File: src/rtl/osd_mam_bb_req_gen.sv
// MAM word-stream front-end: parses header/address words into a blackbone
// request, then passes write data or read data straight through.
module osd_mam_bb_req_gen #(
  parameter int DATA_WIDTH = 16,
  parameter int ADDR_WIDTH = 32
) (
  input  logic                  clk_i,
  input  logic                  rst_ni,
  input  logic [DATA_WIDTH-1:0] in_data,
  input  logic                  in_valid,
  output logic                  in_ready,
  output logic [DATA_WIDTH-1:0] out_data,
  output logic                  out_valid,
  input  logic                  out_ready,
  output logic                  req_valid,
  input  logic                  req_ready,
  output logic                  req_we,
  output logic [ADDR_WIDTH-1:0] req_addr,
  output logic                  req_burst,
  output logic [12:0]           req_beats,
  output logic                  write_valid,
  output logic [DATA_WIDTH-1:0] write_data,
  output logic [1:0]            write_strb,
  input  logic                  write_ready,
  input  logic                  read_valid,
  input  logic [DATA_WIDTH-1:0] read_data,
  output logic                  read_ready,
  output logic                  busy,
  output logic                  err
);

  localparam int AW = ADDR_WIDTH / 16;
  localparam int CW = (AW > 1) ? $clog2(AW) : 1;

  typedef enum logic [2:0] {S_HDR, S_ADDR, S_REQ, S_WDATA, S_RDATA} state_t;

  state_t        state;
  logic [CW-1:0] addr_cnt;
  logic [12:0]   beats_left;

  logic        hdr_we;
  logic        hdr_burst;
  logic [12:0] hdr_beats;
  logic [12:0] hdr_len;

  assign hdr_we    = in_data[15];
  assign hdr_burst = in_data[14];
  assign hdr_beats = in_data[12:0];
  assign hdr_len   = hdr_burst ? hdr_beats : 13'd1;

  assign write_data = in_data;
  assign out_data   = read_data;
  assign write_strb = 2'b11;

  always_comb begin
    in_ready    = 1'b0;
    out_valid   = 1'b0;
    write_valid = 1'b0;
    read_ready  = 1'b0;
    case (state)
      S_HDR, S_ADDR: in_ready = 1'b1;
      S_WDATA: begin
        write_valid = in_valid;
        in_ready    = write_ready;
      end
      S_RDATA: begin
        out_valid  = read_valid;
        read_ready = out_ready;
      end
      default: ;
    endcase
  end

  always_ff @(posedge clk_i or negedge rst_ni) begin
    if (!rst_ni) begin
      state      <= S_HDR;
      addr_cnt   <= '0;
      beats_left <= '0;
      req_valid  <= 1'b0;
      req_we     <= 1'b0;
      req_addr   <= '0;
      req_burst  <= 1'b0;
      req_beats  <= '0;
      err        <= 1'b0;
      busy       <= 1'b0;
    end else begin
      err <= 1'b0;
      case (state)
        S_HDR: begin
          if (in_valid) begin
            // A zero-length burst is dropped here so the beat counter never wraps.
            if (hdr_burst && hdr_beats == '0) begin
              err <= 1'b1;
            end else begin
              req_we     <= hdr_we;
              req_burst  <= hdr_burst;
              req_beats  <= hdr_len;
              beats_left <= hdr_len;
              addr_cnt   <= '0;
              busy       <= 1'b1;
              state      <= S_ADDR;
            end
          end
        end
        S_ADDR: begin
          if (in_valid) begin
            req_addr <= (req_addr << 16) | ADDR_WIDTH'(in_data);
            if (addr_cnt == CW'(AW - 1)) begin
              req_valid <= 1'b1;
              state     <= S_REQ;
            end else begin
              addr_cnt <= addr_cnt + 1'b1;
            end
          end
        end
        S_REQ: begin
          if (req_ready) begin
            req_valid <= 1'b0;
            state     <= req_we ? S_WDATA : S_RDATA;
          end
        end
        S_WDATA: begin
          if (in_valid && write_ready) begin
            beats_left <= beats_left - 1'b1;
            if (beats_left == 13'd1) begin
              state <= S_HDR;
              busy  <= 1'b0;
            end
          end
        end
        S_RDATA: begin
          if (read_valid && out_ready) begin
            beats_left <= beats_left - 1'b1;
            if (beats_left == 13'd1) begin
              state <= S_HDR;
              busy  <= 1'b0;
            end
          end
        end
        default: begin
          state <= S_HDR;
          busy  <= 1'b0;
        end
      endcase
    end
  end

endmodule

File: config.mk
export PLATFORM = sky130hd
export DESIGN_NAME = osd_mam_bb_req_gen
export DESIGN_NICKNAME = d
export VERILOG_FILES = /design/src/rtl/osd_mam_bb_req_gen.sv
export SDC_FILE = /design/constraint.sdc
export NUM_CORES = 1
export LEC_CHECK = 0
export BUFFER_PORTS_ARGS = -buffer_cell sky130_fd_sc_hd__buf_2
export CAP_MARGIN = 20
export CORE_MARGIN = 4
export CORE_UTILIZATION = 45
export CTS_CLUSTER_SIZE = 14
export DETAILED_ROUTE_END_ITERATION = 12
export GPL_ROUTABILITY_DRIVEN = 0
export PLACE_DENSITY = 0.77
export SYNTH_ARGS = -nofsm -noshare
export SYNTH_HDL_FRONTEND = slang
export SYNTH_SLANG_ARGS = --single-unit
File: constraint.sdc
create_clock -name clk_i -period 1.7 [get_ports clk_i]
set_input_delay 0.17 -clock clk_i [delete_from_list [all_inputs] [get_ports clk_i]]
set_output_delay 0.17 -clock clk_i [all_outputs]
set_load 0.02 [all_outputs]
==> impl_metrics.ini, run 1 <==
[yosys]
synth_top_area_share_pct = 48.0
avgSynthCellArea_sq_um = 10.4
ys_top_cells_by_area = dfrtp_1, mux2_2, buf_4
synthArstFlopShare_pct = 100
synth_area_leader_cell = dfrtp_1
post-synth-top-count-cell = dfrtp_1
yosys_warnings = 0
syn_inst = 335
synthesis.area_sq_um = 3500
yosysSeqAreaShare_pct = 48.0
yosysUniqueCellTypes = 54
synth_ff_type = dfrtp_1
netlist_top_cells_count = dfrtp_1, o21ai_0, buf_4
ys_seq_elements = 67
synth-edff-count = 0

[timing]
fmax_mhz = 560
fin_crit_sh_pct = 105
whs_ns = 0.0590
setup_viol = 16
slew_headroom_pct = 62.7
fin_skew_ns = 0.00531
worst_pin_slew_ns = 0.559
slew_viol_final = 0
fin_crit_ns = 1.78
hold_violations = 0
rsz0062_at_grt = true
worst_slack_ns = -0.0844

[cts]
cts_buffers = 9
numClockSinks = 67
htree_num_levels = 3
cts_max_path_buffers = 2
clk_latency_ns = 0.35
root_buffer = clkbuf_8
cts.reportedPaths.clkPinSlew_ns = 0.08
cts_tree = yes

[finish]
fillCellCount = 512
seqCellArea_sq_um = 1680
num_antenna_cells = 0
drive_gt1_share_pct = 52.7
area_delta_synth_final_pct = 31.6
fin_util_pct = 62.1
finalNonFillerCells = 543
multi_input_area_sq_um = 1570
num-nets-final = 480

[detailed_routing]
drc = 0
drt-initial-drc-count = 250
drt_first_pass_iters = 6
post_drt_via_cell_ratio = 5.68
wl_mm = 9.99
vias = 3084
detail_route.wl_per_cell_um = 18.4
detail-route-antenna-nets = 0

[worst_setup_path]
critical_path_required_ns = 1.93
ff2ff_path_depth = 7
setup.worst_path.class = register to register
rr_startpoint = state[1]$_DFFE_PN0P_
endpoint_kind = register
worst_ep_arrival_time_ns = 2.01
reg2reg_to = beats_left[5]$_DFFE_PN0P_
r2r_slack_ns = -0.08
critPathLaunchType = register
path_max_fanout = 8

[pwr]
p_per_area_nw_per_um2 = 2110
vdd_drop_max_mv = 1.33
power_mw = 9.69
leakagePower_nw = 2.15

[floorplan]
die_y_um = 96.1
dieWidth_um = 96.1
core.rowCount = 31
die_area_sq_um = 9240
core-area_sq_um = 7410
pin_count = 127
start_util_pct = 47.2

[worst_hold_path]
holdPathEnd = req_addr[13]$_DFFE_PN0P_
hold_depth = 2
hold_path_class = input pin to register
min_from = in_data[13]

[global_route]
grt_pass1_vias = 2965
grt_util_all_layers_pct = 20.1
grt_first_pass_wirelength_mm = 14.3
gr-total-overflow = 0
grt_start_max_net_pins = 34
antenna_found_initial = 0

[outcome]
violations = negative setup slack
run_status = finished with violations

[run]
max_cap_viol_count = 0

[placed_design]
post-place-cells = 521
pre_cts_slack_ns = -0.125
dp_hpwl_mm = 6.29
io_buffers = 92
==> timing repair <==
item | in CTS | in global routing
resized for setup | 17 | 43
cloned | 0 | 2
setup buffers | 2 | 1
pin swaps | 5 | 8
endpoints found under the setup margin | 19 | 62
endpoints found under the hold margin | 20 | 0
hold buffers | 1 | 0
==> sequential cells by signal, indices dropped and copies added, names as in the netlist <==
name and cells:
req_burst 1, state 3, req_we 1, beats_left 13, err 1, req_beats 13
req_valid 1, req_addr 32, addr_cnt 1, busy 1
==> worst max-delay path, stage by stage, from the launching register on <==
cell and delay (ns):
dfrtp_2 0.50, and3b_2 0.24, buf_6 0.12, a21oi_4 0.22
buf_8 0.17, o21ai_0 0.10, o21ai_0 0.19, o21ai_1 0.11
==> layer usage <==
layer  global-route usage [%]  wire (um)  vias up
met5                        0          0        -
met4                     8.06        301        0
met3                     6.49        806       29
met2                     32.0       4940      149
met1                     25.3       3940     1536
li1                         -          -     1370
==> cells by family (layout without fill, tap and decap cells) <==
group	count (synthesis)	after routing	share of synthesized area (%)
other	1	2	0.107
muxes	34	34	11.0
AOI/OAI and AO/OA	80	80	14.6
and+or+nand+nor	93	93	14.2
DFF	67	67	48.0
buffers and inverters	58	166	11.5
adders and majority gates	2	2	0.716
==> per-stage QoR <==
stage | TNS, ns | instance area [sq um]
2_1_floorplan | -0.164 | 3500
3_3_place_gp | -0.881 | 4120
3_5_place_dp | -2.53 | 4120
4_1_cts | -0.105 | 4410
5_1_grt | -1.72 | 4600
6_report | -0.621 | 4600
==> worst max-delay path by stage <==
stage                         startpoint                          to  cells past startpoint
2_1_floorplan  beats_left[5]$_DFFE_PN0P_  beats_left[12]$_DFFE_PN0P_                      6
3_3_place_gp   beats_left[7]$_DFFE_PN0P_        state[2]$_DFFE_PN0P_                      4
3_5_place_dp                  in_data[3]   beats_left[6]$_DFFE_PN0P_                      8
4_1_cts        beats_left[6]$_DFFE_PN0P_  beats_left[10]$_DFFE_PN0P_                      5
5_1_grt             state[1]$_DFFE_PN0P_   beats_left[5]$_DFFE_PN0P_                      7
6_report            state[1]$_DFFE_PN0P_   beats_left[5]$_DFFE_PN0P_                      7
==> layout by cell type (no fill, tap or decap), types with 3 or more instances in the layout <==
cell,synthesis,layout
a21oi_1,8,5
buf_6,2,7
o21ai_0,38,24
inv_1,4,4
nand2_1,32,30
nand3_1,3,3
clkbuf_8,2,9
dfrtp_1,67,64
nor4_1,7,5
nor2_1,18,15
mux2_2,34,34
buf_4,35,37
a21oi_2,2,3
buf_12,0,5
o21ai_1,3,15
buf_2,8,92
dfrtp_2,0,3
a31oi_1,8,7
nor2b_1,4,3
nand3b_1,3,3
and3_1,5,4
==> cell type report <==
type,count,share of cell area [%]
Inverter,4,0.326
Clock buffer,9,2.69
Tap cell,99,2.69
Timing Repair Buffer,146,21.9
Clock inverter,7,1.66
Multi-Input combinational cell,211,34.2
Sequential cell,67,36.5
==> report_power, final <==
part	total [mW]	internal (mW)	switching (mW)	leakage (nW)
clock network	1.36	0.687	0.677	0.0962
registers	2.95	2.36	0.592	0.823
logic	5.38	2.42	2.95	1.23
total	9.69	5.47	4.22	2.15
Note: power is estimated with default switching activity, not from simulation.
==> inputs of run 2 (changes only) <==
- ABC_AREA: not set -> 1
==> impl_metrics.ini, run 2 <==
[pwr]
switching_share_pct = 44.7
leakagePower_nw = 2.18
switchingPower_mw = 3.82
pwr-share-comb_pct = 49.9
pwr-share-seq_pct = 32.8
clkPwrFrac_pct = 17.4
p_per_area_nw_per_um2 = 2090
vdd_drop_max_mv = 1.06
internal_power_mw = 4.73
power_mw = 8.55

[yosys]
synth_area_leader_cell = dfrtp_1
synthArstFlopShare_pct = 100
yosysSeqAreaShare_pct = 48.3
synth_top_area_share_pct = 48.3
synth_ff_type = dfrtp_1
yosys_warnings = 0
syn_inst = 419
yosysUniqueCellTypes = 29
netlist_top_cells_count = nand2_1, dfrtp_1, nor2_1
synth-edff-count = 0
synthesis.area_sq_um = 3470
post-synth-top-count-cell = nand2_1
avgSynthCellArea_sq_um = 8.29
ys_seq_elements = 67
ys_top_cells_by_area = dfrtp_1, nand2_1, buf_4

[floorplan]
core.rowCount = 31
die_y_um = 95.9
die_area_sq_um = 9190
core-area_sq_um = 7370
start_util_pct = 47.1
dieWidth_um = 95.9
pin_count = 127

[finish]
final_cell_mix = nand2_1, buf_2, dfrtp_1
seqCellArea_sq_um = 1680
top_regs = req_addr (32), beats_left (13), req_beats (13)
largest_register = req_addr
fin_util_pct = 55.7
final_common_cell = nand2_1
fillCellCount = 658
drive_gt1_share_pct = 29.8
num-nets-final = 526
multi_input_area_sq_um = 1410
largest_reg_flops = 32
fin_area_sq_um = 4100
area_delta_synth_final_pct = 18.0
num_antenna_cells = 0

[detailed_routing]
drt_first_pass_iters = 4
drt-initial-drc-count = 233
detail_route.wl_per_cell_um = 13.4
vias = 2881
drc = 0
detail-route-antenna-nets = 0
wl_mm = 7.88
post_drt_via_cell_ratio = 4.89

[worst_setup_path]
critical_path_required_ns = 1.94
worst_path_max_delay_cell = dfrtp_1
slowest_delay_ns = 0.42
worst_ep_arrival_time_ns = 1.83
crit_family = simple AND/OR/NAND/NOR gates
path_max_fanout = 6
path_cells = inv_1 -> nand2_1 -> nor2_2 -> nand3_1 -> nand2_2 -> and2b_2 -> nand2_1 -> nand2_1
worst-path-buf-inv = 1
critPathMostFrequentCell = nand2_1
critPathLaunchType = register
setup.worst_path.class = register to register
endpoint_kind = register

[timing]
slew_viol_final = 0
fin_crit_ns = 1.59
hold_violations = 0
fin_crit_sh_pct = 93.8
fin_skew_ns = 0.00580
setup_viol = 0
fin_setup_tns_ns = 0
fmax_mhz = 627

[cts]
cts_buffers = 9
htree_num_levels = 3
cts_tree = yes
cts.reportedPaths.clkPinSlew_ns = 0.07
clk_latency_ns = 0.34
root_buffer = clkbuf_8
cts_max_path_buffers = 2
numClockSinks = 67
cts_setup_buffers = 0

[outcome]
run_status = finished, final reports clean

[placed_design]
io_buffers = 92
placed_area_sq_um = 3830
dp_hpwl_mm = 5.63

[run]
max_cap_viol_count = 0

[worst_hold_path]
hold_path_class = input pin to register

[global_route]
gr-total-overflow = 0
grt_pass1_vias = 2805
grt_util_all_layers_pct = 18.0
grt_first_pass_wirelength_mm = 13.0
grt_start_max_net_pins = 68
antenna_found_initial = 0
## run 2: metrics by stage
step	instances	hold WS, ns	setup slack [ns]
3_3_place_gp	571	0.212	0.176
4_1_cts	588	0.0898	0.0904
5_1_grt	589	0.0964	-0.00799
2_1_floorplan	420	-0.126	0.195
3_5_place_dp	571	0.216	0.106
6_report	589	0.0987	0.105
## run 2: worst paths after layout
check / startpoint / to / slack (ns) / depth (start not counted)
worst max-delay path: state[0]$_DFFE_PN0P_ / beats_left[1]$_DFFE_PN0P_ / 0.11 / 8
worst min-delay path: in_data[6] / req_addr[6]$_DFFE_PN0P_ / 0.1 / 2
worst max register to register: state[0]$_DFFE_PN0P_ / beats_left[1]$_DFFE_PN0P_ / 0.11 / 8
worst min register to register: busy$_DFFE_PN0P_ / busy$_DFFE_PN0P_ / 0.47 / 2
max in group asynchronous: rst_ni / state[2]$_DFFE_PN0P_ / 1.04 / 3
min in group asynchronous: rst_ni / req_addr[25]$_DFFE_PN0P_ / 0.36 / 3
## run 2: logic make-up after synthesis
| logic type | Yosys count | synth area share, % |
|---|---|---|
| flip-flops | 67 | 48.3 |
| XOR/XNOR | 3 | 0.756 |
| multiplexers | 22 | 7.13 |
| other | 1 | 0.108 |
| AND/OR/NAND/NOR | 205 | 23.8 |
| AO/OA/AOI/OAI | 45 | 6.88 |
| adder cells (fa/ha/maj) | 2 | 0.720 |
| buffers and inverters | 74 | 12.3 |
## run 2: layout make-up
type	instances	share of cell area (%)
Inverter	27	2.47
Clock inverter	6	2.14
Clock buffer	10	3.36
Multi-Input combinational cell	280	34.4
Tap cell	99	3.02
Timing Repair Buffer	100	13.7
Sequential cell	67	40.9
## run 2: repair_timing
| action | CTS | global route |
|---|---|---|
| resized for setup | 0 | 11 |
| hold endpoints to repair | 67 | 0 |
| endpoints found under the setup margin | 0 | 14 |
| hold buffers | 1 | 0 |
## run 2: power by group through the flow
stage                     combinational [mW]  clock (mW)  sequential, mW
after global routing                    4.74        1.59            2.91
after floorplan                         2.38           0            3.42
after global placement                  4.04           0            2.79
after detailed placement                4.14           0            2.81
final                                   4.26        1.49            2.80
after CTS                               4.15        1.51            2.80
## run 2: per-layer routing
metal / up-vias / global-route usage (%) / part of all wire [%]
met4: 0 / 6.52 / 1.5
met2: 109 / 28.4 / 48
met1: 1335 / 23.2 / 41
met3: 12 / 5.86 / 9.6
met5: - / 0 / 0
li1: 1425 / - / -
==> inputs of run 3 (changes only) <==
- CORE_MARGIN: 4 -> 3
- RECOVER_POWER: not set -> 50
==> impl_metrics.ini, run 3 (synthesized netlist as in run 2, its figures left out) <==
[outcome]
run_status = finished, final reports clean

[timing]
slew_viol_final = 0
fin_crit_sh_pct = 95.1
fin_skew_ns = 0.00785
setup_viol = 0
fmax_mhz = 619
hold_violations = 0
fin_crit_ns = 1.62
slew_headroom_pct = 41.0
fin_setup_tns_ns = 0
whs_ns = 0.0881
rsz0062_at_grt = false
worst_pin_slew_ns = 0.885

[finish]
seqCellArea_sq_um = 1680
final_cell_mix = nand2_1, buf_2, dfrtp_1
largest_register = req_addr
drive_gt1_share_pct = 24.1
fillCellCount = 707
top_regs = req_addr (32), beats_left (13), req_beats (13)
num_antenna_cells = 0
multi_input_area_sq_um = 1390
largest_reg_flops = 32
num-nets-final = 526
area_delta_synth_final_pct = 15.2
final_common_cell = nand2_1

[pwr]
clkPwrFrac_pct = 15.1
pwr-share-comb_pct = 51.0
pwr-share-seq_pct = 33.9
switchingPower_mw = 3.82
p_per_area_nw_per_um2 = 2050
vdd_drop_max_mv = 1.06
internal_power_mw = 4.40
power_mw = 8.22
switching_share_pct = 46.4
leakagePower_nw = 2.08

[cts]
root_buffer = clkbuf_8
cts_tree = yes
cts.reportedPaths.clkPinSlew_ns = 0.08
cts_buffers = 9
cts_setup_buffers = 0
numClockSinks = 67
htree_num_levels = 3
clk_latency_ns = 0.34
cts_max_path_buffers = 2

[worst_setup_path]
critPathMostFrequentCell = nand2_1
setup.worst_path.class = register to register
path_cells = inv_1 -> nand2_1 -> nor2_2 -> nand3_1 -> nand2_2 -> and2b_2 -> nand2_1 -> nand2_1
worst_ep_arrival_time_ns = 1.85
crit_family = simple AND/OR/NAND/NOR gates
critical_path_required_ns = 1.93
path_max_fanout = 6
r2r_slack_ns = 0.08
ff2ff_path_depth = 8
critPathLaunchType = register
worst_path_max_delay_cell = dfrtp_1
reg2reg_to = beats_left[8]$_DFFE_PN0P_
rr_startpoint = state[0]$_DFFE_PN0P_
worst-path-buf-inv = 1
endpoint_kind = register
slowest_delay_ns = 0.42

[global_route]
gr-total-overflow = 0
grt_util_all_layers_pct = 18.4
grt_first_pass_wirelength_mm = 12.9
grt_pass1_vias = 2812
antenna_found_initial = 0
grt_start_max_net_pins = 68

[floorplan]
dieWidth_um = 93.9
core.rowCount = 31
die_y_um = 93.9
start_util_pct = 47.1
core-area_sq_um = 7370
pin_count = 127
die_area_sq_um = 8810

[worst_hold_path]
hold_path_class = input pin to register
holdPathEnd = req_addr[13]$_DFFE_PN0P_
min_from = in_data[13]
hold_depth = 3

[detailed_routing]
drt_first_pass_iters = 5
vias = 2923
wl_mm = 7.77
wl_met3_um = 675
detail_route.wl_per_cell_um = 13.2
met2_length_mm = 3.67
top_layer = met4
met1_length_mm = 3.31
drt-initial-drc-count = 229
detail-route-antenna-nets = 0
post_drt_via_cell_ratio = 4.96
drc = 0

[placed_design]
dp_hpwl_mm = 5.55
io_buffers = 92

[run]
max_cap_viol_count = 0
run 3: power by group through the flow:
stage | sequential (mW) | combinational (mW) | clock, mW
final | 2.79 | 4.19 | 1.24
after global routing | 2.91 | 4.66 | 1.33
after CTS | 2.78 | 4.17 | 1.26
after detailed placement | 2.80 | 4.16 | 0
after global placement | 2.78 | 4.05 | 0
after floorplan | 3.42 | 2.38 | 0
run 3: repair_timing:
item	in CTS	in global routing
setup endpoints to repair	0	13
hold endpoints to repair	67	0
hold buffers	1	0
gates resized for setup	0	4
run 3: per-stage QoR:
step                util [%]  cells  area [sq um]  setup WS (ns)
floorplan                  -    420          3480          0.195
global placement        51.9    571          3830          0.180
detailed placement      51.9    571          3830         0.0828
CTS                     54.6    588          4020         0.0855
global route            54.3    589          4000        0.00373
finish                  54.3    589          4000         0.0835
run 3: worst max-delay path by stage:
stage,end,from,cells after the start,slack [ns]
6_report,beats_left[8]$_DFFE_PN0P_,state[0]$_DFFE_PN0P_,8,0.08
3_5_place_dp,beats_left[4]$_DFFE_PN0P_,state[1]$_DFFE_PN0P_,7,0.08
4_1_cts,beats_left[4]$_DFFE_PN0P_,state[1]$_DFFE_PN0P_,8,0.09
5_1_grt,beats_left[12]$_DFFE_PN0P_,state[1]$_DFFE_PN0P_,8,0.004
3_3_place_gp,beats_left[4]$_DFFE_PN0P_,state[1]$_DFFE_PN0P_,8,0.18
2_1_floorplan,beats_left[10]$_DFFE_PN0P_,beats_left[0]$_DFFE_PN0P_,11,0.20
run 3: per-layer routing:
metal	vias to the layer above	track usage (%)
li1	1431	-
met1	1363	23.6
met2	117	29.0
met3	12	5.69
met4	0	7.10
met5	-	0
run 3: final cells by class:
class / instances / area share [%]
Timing Repair Buffer: 100 / 13.0
Sequential cell: 67 / 41.9
Tap cell: 99 / 3.10
Inverter: 27 / 2.53
Clock buffer: 10 / 3.44
Multi-Input combinational cell: 280 / 34.8
Clock inverter: 6 / 1.22
run 3: worst reg2reg max path: cells and delay by family (launching register included):
family | cells | cell delay (ns)
simple gates | 7 | 0.97
buf+inv | 1 | 0.12
flops | 1 | 0.42
